==> config.mk <==
export PLATFORM = sky130hd
export DESIGN_NAME = spi_reg_bank
export DESIGN_NICKNAME = d
export VERILOG_FILES = /design/src/rtl/spi_reg_bank.sv
export SDC_FILE = /design/constraint.sdc
export NUM_CORES = 1
export LEC_CHECK = 0
export BUFFER_PORTS_ARGS = -buffer_cell sky130_fd_sc_hd__clkbuf_2
export CAP_MARGIN = 25
export CORE_MARGIN = 4
export CORE_UTILIZATION = 25
export DETAILED_ROUTE_END_ITERATION = 16
export GPL_TIMING_DRIVEN = 1
export PLACE_DENSITY = 0.4
export SYNTH_ARGS = -nofsm -noshare
export SYNTH_HDL_FRONTEND = slang
export SYNTH_SLANG_ARGS = --single-unit
==> constraint.sdc <==
create_clock -name clk -period 2.2 [get_ports clk]
set_input_delay 0.11 -clock clk [delete_from_list [all_inputs] [get_ports clk]]
set_output_delay 0.11 -clock clk [all_outputs]
set_load 0.005 [all_outputs]
==> src/rtl/spi_reg_bank.sv <==
// spi_reg_bank: SPI mode-0 slave register bank with read-back, frame-length checking and write strobe.
module spi_reg_bank #(
  parameter int NUM_REGS = 5,
  parameter int DATA_W = 8,
  parameter int ADDR_W = 7,
  parameter int SYNC_STAGES = 2
) (
  input  logic clk,
  input  logic nrst,
  input  logic SCLK,
  input  logic nCS,
  input  logic MOSI,
  output logic MISO,
  output logic miso_oe,
  output logic [NUM_REGS*DATA_W-1:0] regs_out,
  output logic wr_strobe,
  output logic [ADDR_W-1:0] wr_addr,
  output logic frame_err
);
  localparam int FRAME_LEN = 1 + ADDR_W + DATA_W;
  localparam int CNT_W = $clog2(FRAME_LEN + 1);
  logic [SYNC_STAGES-1:0] sclk_sync, ncs_sync, mosi_sync;
  logic sclk_d, ncs_d;
  always_ff @(posedge clk or negedge nrst)
    if (!nrst) begin
      sclk_sync <= '0;
      mosi_sync <= '0;
      ncs_sync <= '1;
      sclk_d <= 1'b0;
      ncs_d <= 1'b1;
    end else begin
      sclk_sync <= {sclk_sync[SYNC_STAGES-2:0], SCLK};
      mosi_sync <= {mosi_sync[SYNC_STAGES-2:0], MOSI};
      ncs_sync <= {ncs_sync[SYNC_STAGES-2:0], nCS};
      sclk_d <= sclk_sync[SYNC_STAGES-1];
      ncs_d <= ncs_sync[SYNC_STAGES-1];
    end
  logic sclk_s, ncs_s, mosi_s, sclk_rise, sclk_fall, ncs_rise, ncs_fall;
  assign sclk_s = sclk_sync[SYNC_STAGES-1];
  assign ncs_s = ncs_sync[SYNC_STAGES-1];
  assign mosi_s = mosi_sync[SYNC_STAGES-1];
  assign sclk_rise = sclk_s & ~sclk_d;
  assign sclk_fall = ~sclk_s & sclk_d;
  assign ncs_rise = ncs_s & ~ncs_d;
  assign ncs_fall = ~ncs_s & ncs_d;
  assign miso_oe = ~ncs_s;
  logic [FRAME_LEN-1:0] shift;
  logic [CNT_W-1:0] cnt;
  logic ovf, cur_bit, full, frame_rw, in_range;
  logic [DATA_W-1:0] miso_sr, frame_data, rd_word;
  logic [ADDR_W-1:0] frame_addr, rd_addr;
  assign full = cnt == CNT_W'(FRAME_LEN);
  assign frame_rw = shift[FRAME_LEN-1];
  assign frame_addr = shift[DATA_W +: ADDR_W];
  assign frame_data = shift[DATA_W-1:0];
  assign in_range = {1'b0, frame_addr} < (ADDR_W+1)'(NUM_REGS);
  // address as it will stand once the bit now on MOSI is shifted in
  assign rd_addr = {shift[ADDR_W-2:0], mosi_s};
  always_comb begin
    rd_word = '0;
    for (int i = 0; i < NUM_REGS; i++)
      if (rd_addr == ADDR_W'(i)) rd_word = regs_out[i*DATA_W +: DATA_W];
  end
  always_ff @(posedge clk or negedge nrst)
    if (!nrst) begin
      regs_out <= '0;
      wr_strobe <= 1'b0;
      wr_addr <= '0;
      frame_err <= 1'b0;
      MISO <= 1'b0;
      cur_bit <= 1'b0;
      miso_sr <= '0;
      shift <= '0;
      cnt <= '0;
      ovf <= 1'b0;
    end else begin
      wr_strobe <= 1'b0;
      frame_err <= 1'b0;
      MISO <= ~ncs_s & cur_bit;
      if (ncs_fall) begin
        cnt <= '0;
        shift <= '0;
        ovf <= 1'b0;
        miso_sr <= '0;
        cur_bit <= 1'b0;
      end else if (ncs_rise) begin
        cnt <= '0;
        miso_sr <= '0;
        cur_bit <= 1'b0;
        if (full && !ovf && frame_rw && in_range) begin
          for (int i = 0; i < NUM_REGS; i++)
            if (frame_addr == ADDR_W'(i)) regs_out[i*DATA_W +: DATA_W] <= frame_data;
          wr_strobe <= 1'b1;
          wr_addr <= frame_addr;
        end else if (cnt != '0 && !(full && !ovf && !frame_rw)) frame_err <= 1'b1;
      end else if (!ncs_s) begin
        if (sclk_rise) begin
          if (full) ovf <= 1'b1;
          else begin
            shift <= {shift[FRAME_LEN-2:0], mosi_s};
            cnt <= cnt + 1'b1;
          end
          if (cnt == CNT_W'(ADDR_W)) miso_sr <= shift[ADDR_W-1] ? '0 : rd_word;
        end else if (sclk_fall) begin
          cur_bit <= miso_sr[DATA_W-1];
          miso_sr <= miso_sr << 1;
        end
      end
    end
endmodule

==> impl.org <==
** Synthesis
- sky130_fd_sc_hd__dfrtp_1 takes more of the synthesized area than any other cell.
- Number of nets in the synthesized netlist :: 359
- Number of flops mapped to enable cells by yosys :: 0
- Syn. warnings :: 0
- By area the synthesized netlist is led by sky130_fd_sc_hd__dfrtp_1, sky130_fd_sc_hd__mux2_2, sky130_fd_sc_hd__a22o_1, sky130_fd_sc_hd__nor2b_1, sky130_fd_sc_hd__o21ai_0.
- Summing the sequential cell areas from Yosys gives around 54% of the chip area.
- For this run, the leading register cell type out of synthesis is sky130_fd_sc_hd__dfrtp_1.
- After synthesis, the share of flip-flops with an asynchronous set or reset is 100%.
- Yosys instantiated no cell more often than sky130_fd_sc_hd__dfrtp_1.
- Post-synth design cell area :: 4110 um^2
- Counting flops and latches in the post-synthesis netlist gives 89.
- Synth Instances :: 347
- Average cell area after synthesis :: 11.8 um^2
- Cell types with the highest counts after synthesis :: sky130_fd_sc_hd__dfrtp_1, sky130_fd_sc_hd__mux2_2, sky130_fd_sc_hd__clkbuf_1, sky130_fd_sc_hd__o21ai_0, sky130_fd_sc_hd__a22o_1
- Count of cell types in the netlist :: 46
- The top cell type by area accounts for 52.4% of the synthesized area.

** Clock tree
- After clock tree synthesis, the clock-pin slew on the worst setup and hold paths is 0.07 ns.
- Clock latency on the worst-skew pair, taken at its later pin, is 0.35 ns.
- Count of H-tree levels built during CTS :: 3
- Counting every sink on the clock net gives 89.
- TritonCTS clock tree :: done
- In this run the deepest clock path goes through 2 buffers.
- Clock root cell :: sky130_fd_sc_hd__clkbuf_16
- Buffers inserted during clock tree synthesis total 9.

** Die
- In this run the count of I/O pins placed on the die edge is 56.
- The floorplan step defined a die boundary enclosing 18500 um^2.
- In this run the horizontal extent of the chip is 136 um.
- Core box area :: about 16000 um^2
- Row count :: 46
- Overall die height :: between 100 and 150 um
- The initial utilization of the core area, before any placement, comes to 25.7%.

** Run
- The tool flagged a number of max-cap violations equal to 0.

** Drt
- The routed design has 11500 um of wire.
- Across all layers, the routed design uses 3100 vias.
- In the final routed layout, each cell accounts on average for approximately 17 um.
- Once detail routing completed, the nets flagged for antenna violations numbered 0.
- After the first detailed-routing iteration, the DRC count stood at ~150.
- In the routed layout, each cell is associated on average with a via count of 4.73.
- Before antenna repair, the detailed router went through 5 iterations.
- After detailed routing, the number of remaining DRC violations is 0.

** Timing
- Of the available clock period, the critical path in the final layout requires 95.6%.
- Achievable frequency :: between 400 and 500 MHz
- Pins over their slew limit :: 0
- Pin slew with the least headroom to its limit :: 0.514 ns
- Setup repair after global routing left no endpoint under its margin.
- Hold slack :: 0.289 ns
- Final hold viol count :: 0
- In this run the tightest slew margin relative to its limit is 65.7%.
- Total negative slack :: 0 ns
- Count of endpoints failing setup in the final report :: 0
- Clock skew on the completed layout was measured at around 0.0063 ns.
- After layout, the minimum clock period comes to 2.10 ns.

** Power and ir drop
- Dividing total power by cell area gives a power density of 678 nW/um^2.
- Worst ir drop on vdd :: between 0.3 and 0.4 mV
- For this design the static power due to leakage is 2.53 nW.
- Summing internal, switching and leakage power gives 3.56 mW.

** Finish
- The post-route netlist has 39.2% of its cells at a drive strength greater than 1.
- NumNets Final :: approximately 450
- The repair_antennas step left the layout with diodes totalling 0.
- The area growth from synthesis to layout is 27.7%.

** GRT
- The initial antenna violation count came to 0.
- The first global-routing pass estimated 18600 um of wire.
- Total routing resource utilization after global routing :: 13.2%
- For this run the aggregate overflow at the end of global routing stands at 0.
- Number of global-route vias before repair :: 3202
- Maximum number of pins on one net before global-route repair :: 38

** Worst setup path
- Biggest fanout along the worst timing path :: 8
- At the worst endpoint, the required time is 2.43 ns.
- The worst setup path is of the flip-flop to flip-flop kind.
- Critical path startpoint category :: flip-flop
- Kind of capture point of the worst setup path :: flip-flop
- Arr. time, crit path :: 2.34 ns

** Worst hold path
- Class of the worst hold path :: input pin to async pin

** Placement
- Once detailed placement completed, the half-perimeter wirelength came to roughly 8400 um.
- At the end of routability-driven placement, the weighted congestion stood at 0.793.
- During placement, the flow inserted port buffers numbering 55.

** Outcome
- Result of the run :: finished clean
## path summary, 6_finish.rpt
check	startpoint	endpoint	cells past startpoint	slack, ns
max in group asynchronous	nrst	regs_out[39]	3	1.22
worst max-delay path	ncs_sync[1]	wr_addr[1]	5	0.1
worst max register to register	ncs_sync[1]	wr_addr[1]	5	0.1
worst min register to register	sclk_sync[0]	sclk_sync[1]	0	0.35
min in group clk	sclk_sync[0]	sclk_sync[1]	0	0.35
worst min-delay path	nrst	regs_out[30]	2	0.29
## power breakdown
group	switching [mW]	internal, mW
combinational	0.178	0.111
clock	0.686	0.892
sequential	0.0256	1.66
total	0.890	2.67
## layer usage
metal  wire length (um)  GRT usage (%)
met2               5530           21.5
met3                441           3.07
met5                  0              0
met4                149           4.20
met1               5340           17.4
## state kept, by name, indices dropped and copies added (netlist names)
name       cells
cur_bit        1
MISO           1
mosi_sync      2
regs_out      40
sclk_d         1
ovf            1
sclk_sync      2
wr_strobe      1
frame_err      1
cnt            5
shift         16
wr_addr        7
miso_sr        8
ncs_d          1
ncs_sync       2
## placed cells by master, fill, tap and decap left out, types with 3 or more instances in the layout
cell                             n
sky130_fd_sc_hd__dfrtp_1        86
sky130_fd_sc_hd__o211ai_1        4
sky130_fd_sc_hd__a31o_2          8
sky130_fd_sc_hd__dlygate4sd3_1   4
sky130_fd_sc_hd__and2_1          6
sky130_fd_sc_hd__clkbuf_16       9
sky130_fd_sc_hd__a22o_1         18
sky130_fd_sc_hd__clkbuf_2       54
sky130_fd_sc_hd__inv_1           8
sky130_fd_sc_hd__a21oi_1        11
sky130_fd_sc_hd__o21bai_1        3
sky130_fd_sc_hd__o22ai_1         3
sky130_fd_sc_hd__nor4_1          5
sky130_fd_sc_hd__nand2b_1        3
sky130_fd_sc_hd__mux2_2         42
sky130_fd_sc_hd__o221ai_1        4
sky130_fd_sc_hd__ha_1            7
sky130_fd_sc_hd__buf_4          38
sky130_fd_sc_hd__nor3_1          5
sky130_fd_sc_hd__o31ai_1         3
sky130_fd_sc_hd__nor2b_1        17
sky130_fd_sc_hd__a22oi_1         7
sky130_fd_sc_hd__nand2_1        13
sky130_fd_sc_hd__dfstp_2         3
sky130_fd_sc_hd__nand3_1         4
sky130_fd_sc_hd__o21ai_0        19
sky130_fd_sc_hd__mux2i_1         4
sky130_fd_sc_hd__nor2_1         14
## worst max-delay path, stage by stage, from the launching register on
cell and delay (ns):
sky130_fd_sc_hd__dfstp_2 0.54, sky130_fd_sc_hd__ha_1 0.22, sky130_fd_sc_hd__nand3b_1 0.17, sky130_fd_sc_hd__buf_4 0.18
sky130_fd_sc_hd__or4_1 0.55, sky130_fd_sc_hd__mux2_2 0.32
## cell families after synthesis
| family | Yosys count | synth area share, % |
|---|---|---|
| compound gates | 92 | 16.2 |
| fa+ha+maj | 7 | 2.13 |
| buf+inv | 29 | 2.65 |
| flops | 89 | 54.3 |
| mux | 46 | 12.5 |
| simple gates | 84 | 12.2 |
## area by class of cell
cell class	instances	area, um^2
repair buffers	97	616
multi-input cells	229	1790
clock inverters	7	78.8
fillers	1699	10800
inverters	8	30.0
flip-flops and latches	89	2230
well taps	216	270
clock buffers	9	225
## per-stage QoR
stage	utilization (%)	instance area [um^2]	setup WS (ns)	std cells
2_1_floorplan	-	4110	0.0831	347
3_3_place_gp	30.4	4860	0.0524	633
3_5_place_dp	30.4	4870	0.0186	634
4_1_cts	32.7	5230	0.0711	654
5_1_grt	32.8	5240	0.00518	655
6_report	32.8	5240	0.0972	655
## what timing repair did
item | CTS | global route
gates resized for setup | 1 | 2
hold buffers | 4 | 0
setup endpoints to repair | 1 | 13
buffers inserted | 0 | 1
cloned | 0 | 0
hold endpoints to repair | 34 | 0
pin swaps | 0 | 4
(Power assumes the default switching activity.)
